File: src/rtl/add_reg_mul_i8_i8_i8_b_i8.sv
`default_nettype none
// ============================================================================
// Module  : add_reg_mul_i8_i8_i8_b_i8
// Brief   : y = R + c, where R captures the low byte of a*b when en is high.
//           All operands are signed 8-bit and the result wraps modulo 256.
// Revision: 1.0 - initial release
// ============================================================================
module add_reg_mul_i8_i8_i8_b_i8 (
    input  logic       clock,
    input  logic       reset,
    input  logic [7:0] a,
    input  logic [7:0] b,
    input  logic [7:0] c,
    input  logic       en,
    output logic [7:0] y
);

    logic [7:0] product_low;
    logic [7:0] product_reg = 8'd0;

    // The low byte of a two's-complement product is the same whether the
    // operands are treated as signed or unsigned, so the upper byte is never built.
    assign product_low = a * b;

    always_ff @(posedge clock) begin
        if (reset) begin
            product_reg <= 8'd0;
        end else if (en) begin
            product_reg <= product_low;
        end
    end

    assign y = product_reg + c;

endmodule
`default_nettype wire

File: config.mk
export PLATFORM = sky130hd
export DESIGN_NAME = add_reg_mul_i8_i8_i8_b_i8
export DESIGN_NICKNAME = d
export VERILOG_FILES = /design/src/rtl/add_reg_mul_i8_i8_i8_b_i8.sv
export SDC_FILE = /design/constraint.sdc
export NUM_CORES = 1
export LEC_CHECK = 0
export ABC_AREA = 1
export CAP_MARGIN = 20
export CELL_PAD_IN_SITES_DETAIL_PLACEMENT = 0
export CELL_PAD_IN_SITES_GLOBAL_PLACEMENT = 1
export CORE_MARGIN = 8
export CORE_UTILIZATION = 35
export DETAILED_ROUTE_END_ITERATION = 6
export PLACE_DENSITY = 0.88
export SETUP_SLACK_MARGIN = 0.15
export SLEW_MARGIN = 20
export SYNTH_ARGS = -nofsm -noshare
export SYNTH_HDL_FRONTEND = slang
export SYNTH_SLANG_ARGS = --single-unit
export TNS_END_PERCENT = 5
File: constraint.sdc
create_clock -name clock -period 5.2 [get_ports clock]
set_input_delay 1.04 -clock clock [delete_from_list [all_inputs] [get_ports clock]]
set_output_delay 1.04 -clock clock [all_outputs]
set_load 0.05 [all_outputs]
# == After elaboration in Yosys (flattened, before gate mapping) ==
# Cells that the tools add are included.
# totals
register_bits,8
out_inout_bits,8
in_bits,27
# classes
n_mul,1
n_addsub,1
# ops
cell,n
$add A8 B8 Y8,1
$mul A8 B8 Y8,1

# == Longest topological paths before layout ==
# Gate-level depths: netlist of run 1.
# logic_depth
ltp_word,1
mapped_depth,21
mapped_depth_nobuf,20

# == Worst setup path after synthesis of run 1 ==
# No wires, ideal clock.
# synth_timing
kind,input-to-reg
startpoint,input b[4]
endpoint,register product_reg[7]
path_slack_ns,1.075
setup_ns,0.123
n_path_buf,0
stages,18
arrival_time_ns,4.002
path_cell_list,nand2_1 inv_1 fa_1 inv_1 fa_1 fa_1 fa_1 inv_1 ha_1 a21oi_1 a21o_1 nand2_1 inv_1 nand2_1 nand2_1 nand2_1 nand2_1 a21oi_2
# synth_between
elab_chain_cells,1
# synth_lines
element,line,source
start: declaration,12,"input logic [7:0] b,"
$mul A8 B8 Y8,23,assign product_low = a * b;
end signal: assignment,29,product_reg <= product_low;
end: declaration,19,logic [7:0] product_reg = 8'd0;
# Every way passes these cells.
# A chain may end at the register's enable or synchronous reset.

# == Final worst setup path of run 1 ==
# layout_timing
startpoint,input a[1]
endpoint,register product_reg[7]
# layout_between
elab_chain_cells,1
# layout_lines
element,line,source
start: declaration,11,"input logic [7:0] a,"
$mul A8 B8 Y8,23,
# Every way passes these cells.

==> impl_metrics.ini, run 1 <==
[floorplanning]
die-area_um2 = 6920
die_x_um = 83.2
io_pins = 35
num_rows = 24
start_util_pct = 36.3
die_h_um = 83.2
core_um2 = 4350

[detailed_routing]
drt_iter0_markers = 35
drc = 0
wirelength_um = 3450
num_vias = 1455
ant_nets = 0
wire_per_inst_um = 10.7
viasPerCell = 4.50
drt_first_pass_iters = 4

[yosys]
synth_cells = 236
synthTopCellsByArea = ha_1, fa_1, nand2_1
syn_area_um2 = 1580
synth_seq_cells = 8
synth.most_common_cell = nand2_1
yosys.area.top_type_share_pct = 18.2
yosysUniqueCellTypes = 21
synth_edf_count = 0
seq_area_frac_synth_pct = 10.1
syn-num-nets = 299
yosys_most_used_dff = dfxtp_1
synth_top_area_cell = ha_1
ys.warnings.count = 0
async_flop_share_pct = 0
yosys-top-cells-count = nand2_1, inv_1, ha_1
syn_avg_cell_area_um2 = 6.69

[global_routing]
groute.usage.overall_pct = 10.2
globalRouteOverflowTotal = 0
grt_pass1_vias = 1497
antenna_found_initial = 0
grt_pass1_wl_um = 6170
grt_max_degree = 10

[sta]
max_freq_mhz = 214
skew_ps = 0
tightestPinTransition_ps = 507
worst_hold_slack_ps = 498
layout_min_cycle_time_ps = 4680
rsz0062_at_grt = false
slew_headroom_pct = 66.1
slew_viol_final = 0
hold_viol = 0
setup_viol = 0
finalSetupTns_ps = 0
post-route-period-util_pct = 89.9

[worst_setup_path]
slowest_stage = clkdlybuf4s50_1
rrSetupSlack_ps = 4520
cpPeakStageDelay_ps = 550
cp_max_fo = 7
worstPathRequired_ps = 5310
path_cells = clkdlybuf4s50_1 -> nand2_1 -> inv_1 -> fa_1 -> inv_1 -> fa_1 -> fa_1 -> fa_1 -> inv_1 -> ha_1 -> a21oi_1 -> nand3_1 -> nand2_1 -> nand3_1 -> nand2_1 -> nand2_1 -> nand2_1 -> a21oi_2
r2r-end = product_reg[6]$_SDFFE_PP0P_
cpMostUsedCell = nand2_1
reg2reg_depth = 4
crit_type = primary input to flop
worst_ep_arrival_time_ps = 4790
endpoint_kind = flop
cp-endpoint = product_reg[7]$_SDFFE_PP0P_
cp-start-kind = primary input
r2r_start = product_reg[6]$_SDFFE_PP0P_
critPathLaunch = a[1]

[clocking]
clkLatencyLatePin_ps = 230
htree_levels = 1
clk_path_buf_depth = 2
numCtsBuffers = 3
cts_sinks = 8
cts_setup_buffers = 0
postCtsHoldBufs = 0
path_clk_slew_ps = 40
root_buffer = clkbuf_8
cts_tree = yes

[finish]
largest_register_ffs = 8
multi_input_area_um2 = 1170
drive_gt1_share_pct = 4.80
nNetsFinal = 336
seqCellArea_um2 = 160
area_growth_pct = 27.3
insertedDiodeCount = 0
fillCellCount = 464

[placed_design]
post-dp-hpwl_um = 3030
place.gp.congestion = 0.802
place.port_buffers = 34

[power]
ir_drop_uv = 96.7
leakagePower_nw = 1.17
powerDensity_nw_per_um2 = 249

[hold_path]
holdCritPathClass = flop to flop

[run]
cap_violations = 0

[status]
outcome = finished clean
[power breakdown]
| part | total [mW] | leakage [nW] | internal (mW) | switching [mW] |
|---|---|---|---|---|
| logic | 0.351 | 1.09 | 0.141 | 0.209 |
| clock network | 0.0738 | 0.0216 | 0.0501 | 0.0238 |
| registers | 0.0756 | 0.0665 | 0.0706 | 0.00497 |
[per-stage QoR]
step	total power [mW]	instance area (µm²)	worst slack (ps)	util [%]	std cells
6_report	0.500	2010	523	46.1	323
5_1_grt	0.556	2010	208	46.1	323
4_1_cts	0.508	2010	455	46.1	323
3_5_place_dp	0.432	1970	227	45.1	320
3_3_place_gp	0.428	1970	348	45.1	320
2_1_floorplan	0.333	1580	1080	-	236
[critical path, delay by kind of cell]
family          cells  cell delay [ps]
compound gates      2              240
simple gates        7              590
fa+ha+maj           5             2190
buf+inv             4              740
[worst min path at each step]
stage                                startpoint                          end  slack, ps  depth (start not counted)
floorplan           product_reg[0]$_SDFFE_PP0P_  product_reg[0]$_SDFFE_PP0P_        470                          2
global placement    product_reg[4]$_SDFFE_PP0P_  product_reg[4]$_SDFFE_PP0P_        490                          2
detailed placement  product_reg[3]$_SDFFE_PP0P_  product_reg[3]$_SDFFE_PP0P_        490                          2
CTS                 product_reg[3]$_SDFFE_PP0P_  product_reg[3]$_SDFFE_PP0P_        500                          2
global route        product_reg[3]$_SDFFE_PP0P_  product_reg[3]$_SDFFE_PP0P_        560                          2
finish              product_reg[3]$_SDFFE_PP0P_  product_reg[3]$_SDFFE_PP0P_        500                          2
[layer usage]
layer  vias up  part of all wire [%]  GRT usage [%]
li1        782                     -              -
met1       637                    46           11.0
met2        34                    48           18.7
met3         2                   5.7           3.22
met4         0                  0.38           2.40
met5         -                     0              0
[cell usage in the layout (no fill, tap or decap), drive strengths merged]
master and instances:
dlymetal6s2s 1, nor2 17, fa 13, xor2 8, a21o 2, a21boi 1
dfxtp 8, a21oi 11, nand2 65, ha 23, clkdlybuf4s50 33, xnor2 4
o21ai 9, buf 1, clkbuf 3, inv 60, nand3 9, nand4 2
o211ai 1
[final cells by class]
cell class | count | area share [%]
Multi-Input combinational cell | 165 | 58.1
Timing Repair Buffer | 35 | 17.4
Inverter | 60 | 11.2
Sequential cell | 8 | 7.97
Tap cell | 52 | 3.24
Clock buffer | 3 | 2.05
[cells by family after synthesis]
| family | Yosys count | share of synthesized area, % |
|---|---|---|
| AND/OR/NAND/NOR | 93 | 24.1 |
| buffers and inverters | 63 | 15.9 |
| adder cells (fa/ha/maj) | 36 | 34.7 |
| AO/OA/AOI/OAI | 24 | 8.48 |
| XOR/XNOR | 12 | 6.66 |
| flip-flops | 8 | 10.1 |
[timing repair]
| item | in CTS | in global routing |
|---|---|---|
| gates resized for setup | 0 | 1 |
| endpoints found under the hold margin | 0 | 0 |
| endpoints found under the setup margin | 0 | 1 |
Note: power is estimated with default switching activity, not from simulation.
==> inputs of run 2 (changes only) <==
--- a/config.mk
+++ b/config.mk
@@ -12,7 +12,7 @@
 export CORE_MARGIN = 8
 export CORE_UTILIZATION = 35
 export DETAILED_ROUTE_END_ITERATION = 6
-export PLACE_DENSITY = 0.88
+export PLACE_DENSITY_LB_ADDON = 0.1
 export SETUP_SLACK_MARGIN = 0.15
 export SLEW_MARGIN = 20
 export SYNTH_ARGS = -nofsm -noshare
==> run 2 against run 1 <==
  * Non-clock buffer count unchanged
  * Critical path depth increased by 1
  * Power is 0.60% lower
  * Clock skew stayed put
  * Cell count stayed put
  * Global-route usage grew 0.55 points
  * Clock power decreased by 2%
  * Wire length grew 2.8%
  * Count of clock-buffer cells in the layout stayed put
  * Cell area fell by 0.12%
  * Sequential share of layout area about the same
  * Largest power group unchanged
==> impl_metrics.ini, run 2 (synthesized netlist as in run 1, its figures left out) <==
[detailed_routing]
num_vias = 1458
drt_iter0_markers = 43
wire_per_inst_um = 11.0
viasPerCell = 4.51
drc = 0
wirelength_um = 3540
drt_first_pass_iters = 5
ant_nets = 0

[floorplanning]
start_util_pct = 36.3
io_pins = 35
die_h_um = 83.2
die-area_um2 = 6920
die_x_um = 83.2
core_um2 = 4350
num_rows = 24

[finish]
largest_register_ffs = 8
insertedDiodeCount = 0
stdcell_count = 323
nNetsFinal = 336
drive_gt1_share_pct = 4.80
final_common_cell = nand2_1
layout_common_cells = nand2_1, inv_1, clkdlybuf4s50_1
area_growth_pct = 27.1

[worst_setup_path]
worstPathRequired_ps = 5310
slowest_stage = clkdlybuf4s50_1
cpMostUsedCell = nand2_1
cp_max_fo = 7
path_cells = clkdlybuf4s50_1 -> nand2_1 -> fa_1 -> inv_1 -> ha_1 -> inv_1 -> fa_1 -> fa_1 -> inv_1 -> ha_1 -> a21oi_1 -> a21o_1 -> nand2_1 -> inv_1 -> nand2_1 -> nand2_1 -> nand2_1 -> nand2_1 -> a21oi_2
cpPeakStageDelay_ps = 630
rrSetupSlack_ps = 4530
worst_ep_arrival_time_ps = 4810
endpoint_kind = flop
crit_type = primary input to flop
cp-start-kind = primary input

[power]
powerDensity_nw_per_um2 = 248
ir_drop_uv = 83.9
leakagePower_nw = 1.16

[sta]
slew_viol_final = 0
skew_ps = 0
setup_viol = 0
max_freq_mhz = 213
finalSetupTns_ps = 0
tightestPinTransition_ps = 505
post-route-period-util_pct = 90.5
slew_headroom_pct = 66.2
rsz0062_at_grt = false
hold_viol = 0
layout_min_cycle_time_ps = 4700

[clocking]
clkLatencyLatePin_ps = 220
postCtsHoldBufs = 0
cts_resized = 0
htree_levels = 1
root_buffer = clkbuf_8
cts_setup_buffers = 0
cts_tree = yes
numCtsBuffers = 3
cts_sinks = 8
clk_path_buf_depth = 2
path_clk_slew_ps = 40

[global_routing]
grt_max_degree = 10
globalRouteOverflowTotal = 0
groute.usage.overall_pct = 10.8
grt_pass1_vias = 1534
grt_pass1_wl_um = 6350
antenna_found_initial = 0

[placed_design]
post-dp-hpwl_um = 3210
placedCellCount = 320
place.gp.congestion = 0.828
place.port_buffers = 34

[status]
outcome = finished clean

[hold_path]
holdCritPathClass = flop to flop

[run]
cap_violations = 0
## run 2: where the power goes
group | switching, mW | internal, mW
clock network | 0.0224 | 0.0500
logic | 0.209 | 0.140
registers | 0.00481 | 0.0706
total | 0.236 | 0.261
## run 2: final cells by class
class | instances | area (µm²)
well taps | 52 | 65.1
flip-flops and latches | 8 | 160
inverters | 60 | 225
clock buffers | 3 | 41.3
multi-input cells | 165 | 1170
fillers | 498 | 2350
repair buffers | 35 | 348
## run 2: worst max-delay path, delay by kind of cell
family | cells | cell delay (ps)
buffers and inverters | 5 | 810
adders and majority gates | 5 | 2160
AOI/OAI and AO/OA | 3 | 370
and+or+nand+nor | 6 | 410
## run 2: worst paths after layout
kind	startpoint	endpoint	cells after the start
max	a[2]	product_reg[7]$_SDFFE_PP0P_	19
min	product_reg[4]$_SDFFE_PP0P_	product_reg[4]$_SDFFE_PP0P_	2
max reg2reg	product_reg[7]$_SDFFE_PP0P_	product_reg[7]$_SDFFE_PP0P_	2
min reg2reg	product_reg[4]$_SDFFE_PP0P_	product_reg[4]$_SDFFE_PP0P_	2
## run 2: stage by stage
step | utilization (%) | cell area (µm²) | hold WS, ps | setup slack [ps] | total power [mW]
global placement | 45.1 | 1970 | 495 | 334 | 0.430
finish | 46.1 | 2010 | 503 | 496 | 0.497
CTS | 46.1 | 2010 | 513 | 466 | 0.508
floorplan | - | 1580 | 467 | 1080 | 0.333
global route | 46.1 | 2010 | 548 | 215 | 0.552
detailed placement | 45.1 | 1970 | 502 | 232 | 0.433
## run 2: layer usage
layer,GRT usage (%),wire length [µm]
met3,1.46,121
met5,0,0
met2,20.4,1870
met4,4.63,59
met1,11.4,1490
==> inputs of run 3 (changes only) <==
--- a/config.mk
+++ b/config.mk
@@ -14,7 +14,7 @@
 export DETAILED_ROUTE_END_ITERATION = 6
 export PLACE_DENSITY_LB_ADDON = 0.1
 export SETUP_SLACK_MARGIN = 0.15
-export SLEW_MARGIN = 20
+export SLEW_MARGIN = 30
 export SYNTH_ARGS = -nofsm -noshare
 export SYNTH_HDL_FRONTEND = slang
 export SYNTH_SLANG_ARGS = --single-unit
==> results of run 3 <==
Same layout as run 2: the final DEF is identical, and so are final timing and power.
